$ cat config.mk
export PLATFORM = sky130hd
export DESIGN_NAME = tcdm_rr_arbiter
export DESIGN_NICKNAME = d
export VERILOG_FILES = /design/src/rtl/tcdm_rr_arbiter.sv
export SDC_FILE = /design/constraint.sdc
export NUM_CORES = 1
export LEC_CHECK = 0
export ABC_AREA = 1
export CORE_AREA = 5 5 200 202
export DETAILED_ROUTE_END_ITERATION = 16
export DIE_AREA = 0 0 205 207
export HOLD_SLACK_MARGIN = 0.03
export SYNTH_ARGS = -nofsm -noshare
export SYNTH_HDL_FRONTEND = slang
export SYNTH_SLANG_ARGS = --single-unit
export TNS_END_PERCENT = 10
$ cat constraint.sdc
create_clock -name clk_i -period 4.6 [get_ports clk_i]
set_input_delay 0.92 -clock clk_i [delete_from_list [all_inputs] [get_ports clk_i]]
set_output_delay 0.92 -clock clk_i [all_outputs]
set_load 0.01 [all_outputs]
$ cat src/rtl/tcdm_rr_arbiter.sv
// tcdm_rr_arbiter: shares one TCDM port among NB_REQ requesters using round-robin
// arbitration. An in-order ID FIFO records who issued each accepted transaction,
// so each returning response is steered back to the requester that issued it.
module tcdm_rr_arbiter #(
   parameter int NB_REQ  = 4,
   parameter int ADDR_W  = 32,
   parameter int DATA_W  = 32,
   parameter int MAX_OUT = 4,
   localparam int ID_W   = $clog2(NB_REQ),
   localparam int OCC_W  = $clog2(MAX_OUT + 1),
   localparam int BE_W   = DATA_W / 8
) (
   input  logic                           clk_i,
   input  logic                           rst_ni,
   input  logic                           clear_i,
   input  logic [NB_REQ-1:0]              in_req_i,
   output logic [NB_REQ-1:0]              in_gnt_o,
   input  logic [NB_REQ-1:0][ADDR_W-1:0]  in_add_i,
   input  logic [NB_REQ-1:0]              in_wen_i,
   input  logic [NB_REQ-1:0][BE_W-1:0]    in_be_i,
   input  logic [NB_REQ-1:0][DATA_W-1:0]  in_data_i,
   output logic [NB_REQ-1:0][DATA_W-1:0]  in_r_data_o,
   output logic [NB_REQ-1:0]              in_r_valid_o,
   output logic                           out_req_o,
   input  logic                           out_gnt_i,
   output logic [ADDR_W-1:0]              out_add_o,
   output logic                           out_wen_o,
   output logic [BE_W-1:0]                out_be_o,
   output logic [DATA_W-1:0]              out_data_o,
   input  logic [DATA_W-1:0]              out_r_data_i,
   input  logic                           out_r_valid_i,
   output logic [OCC_W-1:0]               outstanding_o,
   output logic                           err_o
);

   localparam int PTR_W = (MAX_OUT > 1) ? $clog2(MAX_OUT) : 1;

   logic [ID_W-1:0]  prio_q;
   logic [ID_W-1:0]  fifo_q [MAX_OUT];
   logic [PTR_W-1:0] wr_ptr_q;
   logic [PTR_W-1:0] rd_ptr_q;
   logic [OCC_W-1:0] occ_q;
   logic             err_q;

   logic [ID_W-1:0]  winner;
   logic             any_req;
   logic             full;
   logic             push;
   logic             pop;
   logic             orphan;
   logic [ID_W-1:0]  head_id;

   // FIFO pointers wrap explicitly so MAX_OUT need not be a power of two
   function automatic logic [PTR_W-1:0] ptr_inc(input logic [PTR_W-1:0] p);
      return (p == PTR_W'(MAX_OUT - 1)) ? '0 : p + PTR_W'(1);
   endfunction

   // Scan upward from the priority pointer; the first active request wins
   always_comb begin
      winner  = '0;
      any_req = 1'b0;
      for (int i = 0; i < NB_REQ; i++) begin
         if (!any_req && in_req_i[ID_W'((int'(prio_q) + i) % NB_REQ)]) begin
            any_req = 1'b1;
            winner  = ID_W'((int'(prio_q) + i) % NB_REQ);
         end
      end
   end

   // Full uses only the registered occupancy, so a same-cycle pop never frees a slot early
   assign full      = (occ_q == OCC_W'(MAX_OUT));
   assign out_req_o = any_req & ~full;
   assign push      = out_req_o & out_gnt_i;
   assign pop       = out_r_valid_i & (occ_q != '0);
   assign orphan    = out_r_valid_i & (occ_q == '0);
   assign head_id   = fifo_q[rd_ptr_q];

   // Forward the winner's payload downstream; zero when nothing is requested
   always_comb begin
      out_add_o  = '0;
      out_wen_o  = 1'b0;
      out_be_o   = '0;
      out_data_o = '0;
      if (out_req_o) begin
         out_add_o  = in_add_i[winner];
         out_wen_o  = in_wen_i[winner];
         out_be_o   = in_be_i[winner];
         out_data_o = in_data_i[winner];
      end
   end

   // Grant only the winner, directly from the downstream grant
   always_comb begin
      in_gnt_o = '0;
      if (push) begin
         in_gnt_o[winner] = 1'b1;
      end
   end

   // Steer the response valid to the requester at the head of the ID FIFO
   always_comb begin
      in_r_valid_o = '0;
      if (pop) begin
         in_r_valid_o[head_id] = 1'b1;
      end
   end

   assign in_r_data_o   = {NB_REQ{out_r_data_i}};
   assign outstanding_o = occ_q;
   assign err_o         = err_q;

   // Priority pointer, ID FIFO, occupancy and sticky error; clear behaves like reset
   always_ff @(posedge clk_i or negedge rst_ni) begin
      if (!rst_ni) begin
         prio_q   <= '0;
         wr_ptr_q <= '0;
         rd_ptr_q <= '0;
         occ_q    <= '0;
         err_q    <= 1'b0;
         for (int i = 0; i < MAX_OUT; i++) begin
            fifo_q[i] <= '0;
         end
      end else if (clear_i) begin
         prio_q   <= '0;
         wr_ptr_q <= '0;
         rd_ptr_q <= '0;
         occ_q    <= '0;
         err_q    <= 1'b0;
      end else begin
         if (push) begin
            fifo_q[wr_ptr_q] <= winner;
            wr_ptr_q         <= ptr_inc(wr_ptr_q);
            prio_q           <= (winner == ID_W'(NB_REQ - 1)) ? '0 : winner + ID_W'(1);
         end
         if (pop) begin
            rd_ptr_q <= ptr_inc(rd_ptr_q);
         end
         if (push && !pop) begin
            occ_q <= occ_q + OCC_W'(1);
         end else if (pop && !push) begin
            occ_q <= occ_q - OCC_W'(1);
         end
         if (orphan) begin
            err_q <= 1'b1;
         end
      end
   end

endmodule

==> run_results.csv, run 1 <==
group,metric,value,unit
sta,finalMaxSlewViolations,0,
routing,ant_nets,0,
power_and_ir_drop,leakagePower,4.63,nW
clock_tree,cts.clk_slew.worst_paths,0.06,ns
critical_path,startpoint_type,"input pin",
clock_tree,clockBufferDepth,2,
critical_path,max_stage_delay,0.55,ns
cells_and_area,fin_area,9330,sq um
synth,synth_cells,1081,
die,dieArea,42400,sq um
worst_hold_path,hp-class,"reg2reg",
critical_path,path_buf_inv,5,
clock_tree,cts-htree-levels,1,
synth,ys_types,28,
clock_tree,cts_buffers,3,
grt,grt_start_max_net_pins,69,
critical_path,slowest_stage,"clkdlybuf4s50_1",
routing,wire_per_inst,15.8,um
synth,syn_avg_cell_area,5.16,sq um
sta,finalClockSkew,0.000991,ns
power_and_ir_drop,vdd_drop_max,0.457,mV
synth,ys_seq_area_frac,0.0808,
die,start_util,0.146,
power_and_ir_drop,power,8.93,mW
job,maxCapViolations,0,
sta,period_needed,4.49,ns
cells_and_area,layout-drive-gt1-share,0.0627,
clock_tree,cts.sinks,18,
synth,synth_nets,1408,
grt,grt_pass1_wl,40.8,mm
sta,tightest_slew,0.875,ns
critical_path,path_class,"in2out",
die,die_h,207,um
critical_path,cp_top_family,"buffers and inverters",
cells_and_area,syn2layout_area_growth,67.3,%
clock_tree,clk_root_buffer_cell,"clkbuf_16",
placed_design,place.gp.congestion,0.887,
grt,globalRouteOverflowTotal,0,
placed_design,dpl.hpwl,23.5,mm
cells_and_area,nets,1636,
clock_tree,clk_latency,0.25,ns
routing,drcViolationCount,0,
synth,synth_top_cell_area_share,0.224,
critical_path,reg2reg_from,"prio_q[0]$_DFFE_PN0P_",
sta,max-slew-margin-rel,0.415,
critical_path,cp_data_arrival_time,3.57,ns
placed_design,io_buffers,366,
synth,ys_async_sr_fraction,1.00,
synth,synth_edf_count,0,
sta,rsz0062_at_grt,"true",
outcome,status,"complete, no violations",
sta,finalSetupViolCount,0,
sta,period_share,0.977,
synth,netlist_area,5580,sq um
clock_tree,cts-hold-fix-buffers,0,
routing,drt_wl_total,28.8,mm
synth,synth.area.top_cells,"nand2_1, buf_4, nor2_1, dfrtp_1, nand4_1",
grt,grt_usage,0.121,
placed_design,placed_cell_area,9080,sq um
sta,max_freq,0.222,GHz
routing,drtIter0Drc,406,
sta,finalHoldViolCount,0,
critical_path,end_kind,"output port",
synth,ys.flop_type,"dfrtp_1",
worst_hold_path,min_from,"err_o$_DFFE_PN0P_",
routing,via_per_inst,4.08,
grt,antenna_found_initial,4,
critical_path,path_cells,"clkdlybuf4s50_1, inv_1, nand2_1, nand2_1, nand2_1, nand2_1, nand2_1, nand2_1, nand2_4, buf_16, buf_4, nand4_1, nand3_1, nand2_1, nor2_1, clkdlybuf4s50_1",
synth,synth-seq-cells,18,
synth,yosysWarnings,0,
critical_path,cp-startpoint,"in_req_i[3]",
critical_path,required,3.68,ns
die,core,38100,sq um
die,rows,72,
routing,vias,7461,
clock_tree,tritoncts,"built",
die,pin_count,527,
die,die_x,205,um
critical_path,crit_top_cell,"nand2_1",
routing,drtPass1Iterations,5,
critical_path,cp_max_fo,50,
grt,grt_pass1_vias,7181,
synth,yosys.area.top_type,"nand2_1",
power_and_ir_drop,powerDensity,957,nW/um^2
logic make-up after synthesis:
logic type / Yosys count / share of synthesized area
simple gates: 728 / 0.550
buf+inv: 301 / 0.322
compound gates: 23 / 0.0224
flops: 18 / 0.0808
fa+ha+maj: 10 / 0.0238
xor+xnor: 1 / 0.00157
flip-flops by register name, indices dropped and copies added (netlist names):
register / cells
err_o: 1
fifo_q: 8
outstanding_o: 3
prio_q: 2
rd_ptr_q: 2
wr_ptr_q: 2
layout by cell type, fill, tap and decap left out, drive strengths merged, types with 6 or more instances in the layout:
cell and n:
dfrtp 18, nor2 232, nand2 335, clkbuf 6
a21oi 10, dlymetal6s2s 13, buf 53, inv 104
clkdlybuf4s50 352, nand3 85, ha 9, nand4 72
o21ai 8
synthesized netlist by cell type (2+ instances only):
master	number
nand2_1	332
nor2_1	231
buf_4	138
inv_1	98
nand3_1	82
nand4_1	70
buf_2	28
dfrtp_1	18
clkbuf_1	17
buf_6	14
a21oi_1	10
ha_1	9
o21ai_0	6
inv_2	5
nand2_2	3
nand3_2	3
o22ai_1	3
nand4_2	2
nor3_1	2
o21ai_1	2
tightest hold or removal path: stages, from the launching register on:
cell and delay [ns]:
dfrtp_1 0.37, inv_1 0.05, a21oi_1 0.05
stage by stage:
stage / instances / utilization / hold WS (ns) / worst slack [ns] / TNS (ns)
floorplan: 1081 / - / 0.483 / 1.44 / 0
global placement: 1819 / 0.238 / 0.507 / 0.0709 / 0
detailed placement: 1819 / 0.238 / 0.516 / 0.0321 / 0
CTS: 1823 / 0.241 / 0.526 / 0.0281 / 0
global route: 1827 / 0.245 / 0.539 / -0.0555 / -0.139
finish: 1827 / 0.245 / 0.518 / 0.106 / 0
path summary, 6_finish.rpt:
path	endpoint	slack, ns	cells past startpoint
max in group asynchronous	fifo_q[2]$_DFFE_PN0P_	2.90	1
worst max-delay path	out_add_o[26]	0.11	16
min in group asynchronous	fifo_q[1]$_DFFE_PN0P_	1.16	1
worst min-delay path	err_o$_DFFE_PN0P_	0.52	2
worst max register to register	outstanding_o[2]$_DFFE_PN0P_	1.85	17
worst min register to register	err_o$_DFFE_PN0P_	0.52	2
layer usage:
metal | global-route usage | share of wire
met1 | 0.135 | 0.39
met2 | 0.213 | 0.47
met4 | 0.0416 | 0.040
met5 | 0 | 0.0014
met3 | 0.0408 | 0.10
power by group:
part	switching [mW]	internal, mW	total (mW)
registers	0.0702	0.226	0.296
clock network	0.0657	0.133	0.198
logic	4.63	3.81	8.44
timing repair:
action                                  in CTS  in global routing
setup buffers                                0                  1
gates resized for setup                      0                 25
endpoints found under the setup margin       0                 66
layout make-up:
cell class              instances  area [sq um]
fillers                      4315         28800
repair buffers                420          4350
multi-input cells             762          3390
well taps                     518           648
flip-flops and latches         18           450
inverters                     104           395
clock buffers                   4          88.8
diodes                          1          2.50
Power figures use the tool's default switching activity.
==> run 2: changes to the inputs <==
- clock period: 4.6 -> 5 ns (I/O delays scaled with it)
==> run 2 against run 1 <==
  * Register-to-register slack gained 0.16 ns
  * First-iteration DRC count is 13% higher
  * Sequential power fell by 8.1%
  * Die area stayed put
  * Count of clock-buffer cells in the layout did not move
  * Sequential share of layout area rose by 0.21 points
  * Power is 14% lower
  * Via count fell by 1.3%
  * Flip-flop and latch count is the same
  * Final cell count down 1.4%
  * Largest power group unchanged
  * Highest routed layer unchanged
==> run_results.csv, run 2 (same netlist as run 1, synthesis figures left out) <==
group,metric,value,unit
outcome,status,"complete, no violations",
grt,grt_pass1_wl,41.1,mm
cells_and_area,fin_cells,1802,
cells_and_area,post-route-util,0.235,
power_and_ir_drop,power,7.68,mW
sta,tns,0,ns
sta,period_needed,4.74,ns
clock_tree,cts_setup_buffers,0,
sta,period_share,0.948,
job,maxCapViolations,0,
placed_design,dpl.hpwl,22.8,mm
critical_path,end_kind,"output port",
cells_and_area,final_common_cell,"clkdlybuf4s50_1",
die,start_util,0.146,
sta,max-slew-margin-rel,0.445,
sta,finalMaxSlewViolations,0,
grt,antenna_found_initial,4,
power_and_ir_drop,pwr-share-comb,0.942,
grt,grt_start_max_net_pins,70,
power_and_ir_drop,leakagePower,4.31,nW
power_and_ir_drop,powerDensity,859,nW/um^2
cells_and_area,syn2layout_area_growth,60.4,%
cells_and_area,layout-drive-gt1-share,0.0405,
power_and_ir_drop,power_frac_seq,0.035,
sta,finalClockSkew,0.000970,ns
sta,finalHoldViolCount,0,
sta,max_freq,0.211,GHz
cells_and_area,largest_register_ffs,8,
sta,tightest_slew,0.831,ns
routing,drtPass1Iterations,5,
clock_tree,tritoncts,"built",
clock_tree,cts_buffers,3,
sta,finalSetupViolCount,0,
clock_tree,clk_latency,0.25,ns
routing,drcViolationCount,0,
routing,vias,7364,
power_and_ir_drop,power.switching,4.19,mW
sta,hold_ws,0.525,ns
critical_path,cp_max_fo,22,
cells_and_area,nets,1612,
critical_path,cp_data_arrival_time,3.74,ns
placed_design,placed_cell_area,8850,sq um
power_and_ir_drop,swShare,0.546,
cells_and_area,regMostFlops,"fifo_q",
clock_tree,cts-hold-fix-buffers,0,
cells_and_area,n_antenna_cell,0,
power_and_ir_drop,p_clk_frac,0.023,
cells_and_area,final_cell_mix,"clkdlybuf4s50_1, nand2_1, nor2_1",
grt,grt_usage,0.121,
clock_tree,clockBufferDepth,2,
routing,via_per_inst,4.09,
grt,grt_pass1_vias,7211,
critical_path,path_class,"in2out",
sta,rsz0062_at_grt,"false",
power_and_ir_drop,vdd_drop_max,0.460,mV
placed_design,place.gp.congestion,0.834,
routing,drtIter0Drc,460,
die,die_x,205,um
clock_tree,cts.clk_slew.worst_paths,0.05,ns
placed_design,io_buffers,366,
power_and_ir_drop,p_int,3.48,mW
clock_tree,cts-htree-levels,1,
placed_design,pre_cts_ws,0.260,ns
placed_design,placed_cells,1798,
die,pin_count,527,
die,core,38100,sq um
critical_path,startpoint_type,"input pin",
die,rows,72,
clock_tree,cts.sinks,18,
cells_and_area,nFillCells,4367,
worst_hold_path,hp-class,"reg2reg",
routing,ant_nets,0,
routing,wire_per_inst,15.6,um
critical_path,required,4.00,ns
grt,globalRouteOverflowTotal,0,
clock_tree,cts_resized,0,
routing,drt_wl_total,28.1,mm
clock_tree,clk_root_buffer_cell,"clkbuf_16",
die,dieArea,42400,sq um
cells_and_area,fin_area,8940,sq um
sta,setup_ws,0.261,ns
die,die_h,207,um
run 2: layout make-up:
type	instances	area (sq um)	area share
flip-flops and latches	18	450	0.0504
multi-input cells	762	3370	0.377
well taps	518	648	0.0725
inverters	104	395	0.0442
clock buffers	4	88.8	0.00994
repair buffers	396	3990	0.446
run 2: worst paths after layout:
path,startpoint,to,slack (ns),cells after the start
hold reg to reg,fifo_q[3]$_DFFE_PN0P_,fifo_q[3]$_DFFE_PN0P_,0.52,2
hold / removal,fifo_q[3]$_DFFE_PN0P_,fifo_q[3]$_DFFE_PN0P_,0.52,2
min in group asynchronous,rst_ni,fifo_q[2]$_DFFE_PN0P_,1.23,1
setup reg to reg,prio_q[0]$_DFFE_PN0P_,outstanding_o[2]$_DFFE_PN0P_,2.01,17
max in group asynchronous,rst_ni,wr_ptr_q[0]$_DFFE_PN0P_,3.25,1
setup / recovery,in_req_i[0],out_data_o[28],0.26,16
run 2: power groups by stage:
stage	sequential (mW)	combinational (mW)	clock [mW]
final	0.272	7.23	0.177
after global routing	0.282	7.97	0.185
after CTS	0.272	7.35	0.179
after detailed placement	0.275	7.30	0
after global placement	0.272	7.28	0
after floorplan	0.250	4.15	0
run 2: metal layers:
metal | wire length, um | GRT usage | vias to the layer above | part of all wire
met4 | 652 | 0.0270 | 6 | 0.023
li1 | - | - | 3624 | -
met3 | 3050 | 0.0391 | 47 | 0.11
met2 | 13400 | 0.213 | 460 | 0.48
met1 | 11000 | 0.143 | 3227 | 0.39
met5 | 54 | 0 | - | 0.0019
run 2: worst max-delay path: stages:
cell             delay [ns]
clkdlybuf4s50_1        0.48
inv_1                  0.06
nand2_1                0.05
nand2_1                0.08
nand2_1                0.08
nand2_1                0.07
nand2_1                0.12
nand2_1                0.11
nand2_4                0.09
buf_4                  0.29
buf_4                  0.29
nand4_1                0.10
nand3_1                0.10
nand2_1                0.05
nor2_1                 0.12
clkdlybuf4s50_1        0.62
==> run 3: changes to the inputs <==
- DONT_BUFFER_PORTS: unset -> 1
==> run 3 against run 2 <==
  * First-iteration DRC count rose by 14%
  * Core utilization fell by 9.8 points
  * Clock skew rose by 0.0054 ns
  * Largest power group unchanged
  * Highest routed layer unchanged
==> run_results.csv, run 3 (same netlist as run 1, synthesis figures left out) <==
group,metric,value,unit
routing,via_per_inst,4.21,
sta,finalHoldViolCount,0,
die,start_util,0.146,
sta,max-slew-margin-rel,0.400,
sta,finalMaxSlewViolations,0,
critical_path,slowest_stage,"nor2_1",
clock_tree,clk_latency,0.25,ns
die,die_h,207,um
critical_path,path_buf_inv,2,
power_and_ir_drop,leakagePower,2.84,nW
routing,drcViolationCount,0,
sta,hold_ws,0.437,ns
power_and_ir_drop,powerDensity,1090,nW/um^2
critical_path,path_cells,"inv_1, nand2_1, nand3_1, nand2_1, nand2_1, nand2_1, nand2_4, nand3_4, buf_12, nand2_1, nand2_1, nor2_1, nor2_1",
grt,grt_pass1_wl,34.3,mm
critical_path,cp_max_fo,89,
cells_and_area,nets,1239,
sta,tightest_slew,0.900,ns
worst_hold_path,hp-class,"in2async",
cells_and_area,final_common_cell,"nand2_1",
clock_tree,cts_buffers,3,
placed_design,dpl.hpwl,20.2,mm
grt,grt_pass1_vias,5444,
grt,grt_usage,0.105,
critical_path,crit_top_cell,"nand2_1",
grt,grt_start_max_net_pins,90,
outcome,status,"complete, no violations",
die,rows,72,
die,pin_count,527,
cells_and_area,nFillCells,4517,
job,maxCapViolations,0,
routing,wire_per_inst,17.4,um
sta,rsz0062_at_grt,"false",
clock_tree,cts-htree-levels,1,
die,core,38100,sq um
placed_design,io_buffers,0,
power_and_ir_drop,vdd_drop_max,0.730,mV
clock_tree,tritoncts,"built",
routing,vias,6032,
placed_design,placed_cells,1425,
critical_path,path_class,"in2out",
sta,finalSetupViolCount,0,
clock_tree,clk_root_buffer_cell,"clkbuf_16",
sta,period_needed,4.20,ns
clock_tree,clockBufferDepth,2,
clock_tree,cts_resized,0,
critical_path,end_kind,"output port",
routing,drt_wl_total,24.9,mm
sta,finalClockSkew,0.00640,ns
sta,period_share,0.841,
cells_and_area,fin_cells,1432,
critical_path,cp_top_family,"simple AND/OR/NAND/NOR gates",
routing,drtPass1Iterations,5,
routing,ant_nets,0,
placed_design,place.gp.congestion,0.802,
clock_tree,cts.sinks,18,
sta,tns,0,ns
critical_path,max_stage_delay,0.52,ns
die,die_x,205,um
routing,drtIter0Drc,526,
critical_path,cp_data_arrival_time,3.20,ns
cells_and_area,final_cell_mix,"nand2_1, nor2_1, inv_1",
cells_and_area,syn2layout_area_growth,-6.75,%
grt,globalRouteOverflowTotal,0,
clock_tree,cts_setup_buffers,0,
critical_path,startpoint_type,"input pin",
cells_and_area,largest_register_ffs,8,
clock_tree,cts.clk_slew.worst_paths,0.06,ns
sta,max_freq,0.238,GHz
die,dieArea,42400,sq um
grt,antenna_found_initial,4,
clock_tree,cts-hold-fix-buffers,0,
cells_and_area,layout-drive-gt1-share,0.0483,
cells_and_area,regMostFlops,"fifo_q",
critical_path,required,4.00,ns
[run 3: final timing paths]
path,from,end,slack (ns),depth (start not counted)
min in group clk_i,fifo_q[2]$_DFFE_PN0P_,fifo_q[2]$_DFFE_PN0P_,0.52,2
min,rst_ni,fifo_q[5]$_DFFE_PN0P_,0.44,0
min reg2reg,fifo_q[2]$_DFFE_PN0P_,fifo_q[2]$_DFFE_PN0P_,0.52,2
max,in_req_i[3],out_data_o[0],0.80,13
max reg2reg,prio_q[0]$_DFFE_PN0P_,outstanding_o[2]$_DFFE_PN0P_,2.31,16
max in group asynchronous,rst_ni,wr_ptr_q[0]$_DFFE_PN0P_,4.48,0
[run 3: layer usage]
layer | GRT usage | wire [um] | up-vias | share of wire
met2 | 0.183 | 11600 | 425 | 0.47
met1 | 0.121 | 9760 | 2679 | 0.39
met3 | 0.0277 | 2300 | 43 | 0.092
met4 | 0.0439 | 1250 | 2 | 0.050
li1 | - | - | 2883 | -
met5 | 0 | 20 | - | 0.00080
[run 3: final cells by class]
cell class                      count  area, sq um  share of cell area
Antenna cell                        3         7.51             0.00144
Tap cell                          518          648               0.125
Timing Repair Buffer               23          235              0.0452
Multi-Input combinational cell    762         3370               0.649
Clock buffer                        4         88.8              0.0171
Sequential cell                    18          450              0.0866
Inverter                          104          397              0.0763
[run 3: through the flow]
step / total power [mW] / instance area (sq um) / setup slack, ns / utilization
after floorplan: 4.40 / 5580 / 1.68 / -
after global placement: 5.49 / 5100 / 0.880 / 0.134
after detailed placement: 5.54 / 5100 / 0.862 / 0.134
after CTS: 5.73 / 5190 / 0.856 / 0.136
after global routing: 6.28 / 5200 / 0.672 / 0.136
final: 5.67 / 5200 / 0.796 / 0.136
[run 3: power by group]
part,switching [mW],internal [mW]
logic,3.79,1.42
clock network,0.0573,0.122
registers,0.0713,0.208
total,3.92,1.75
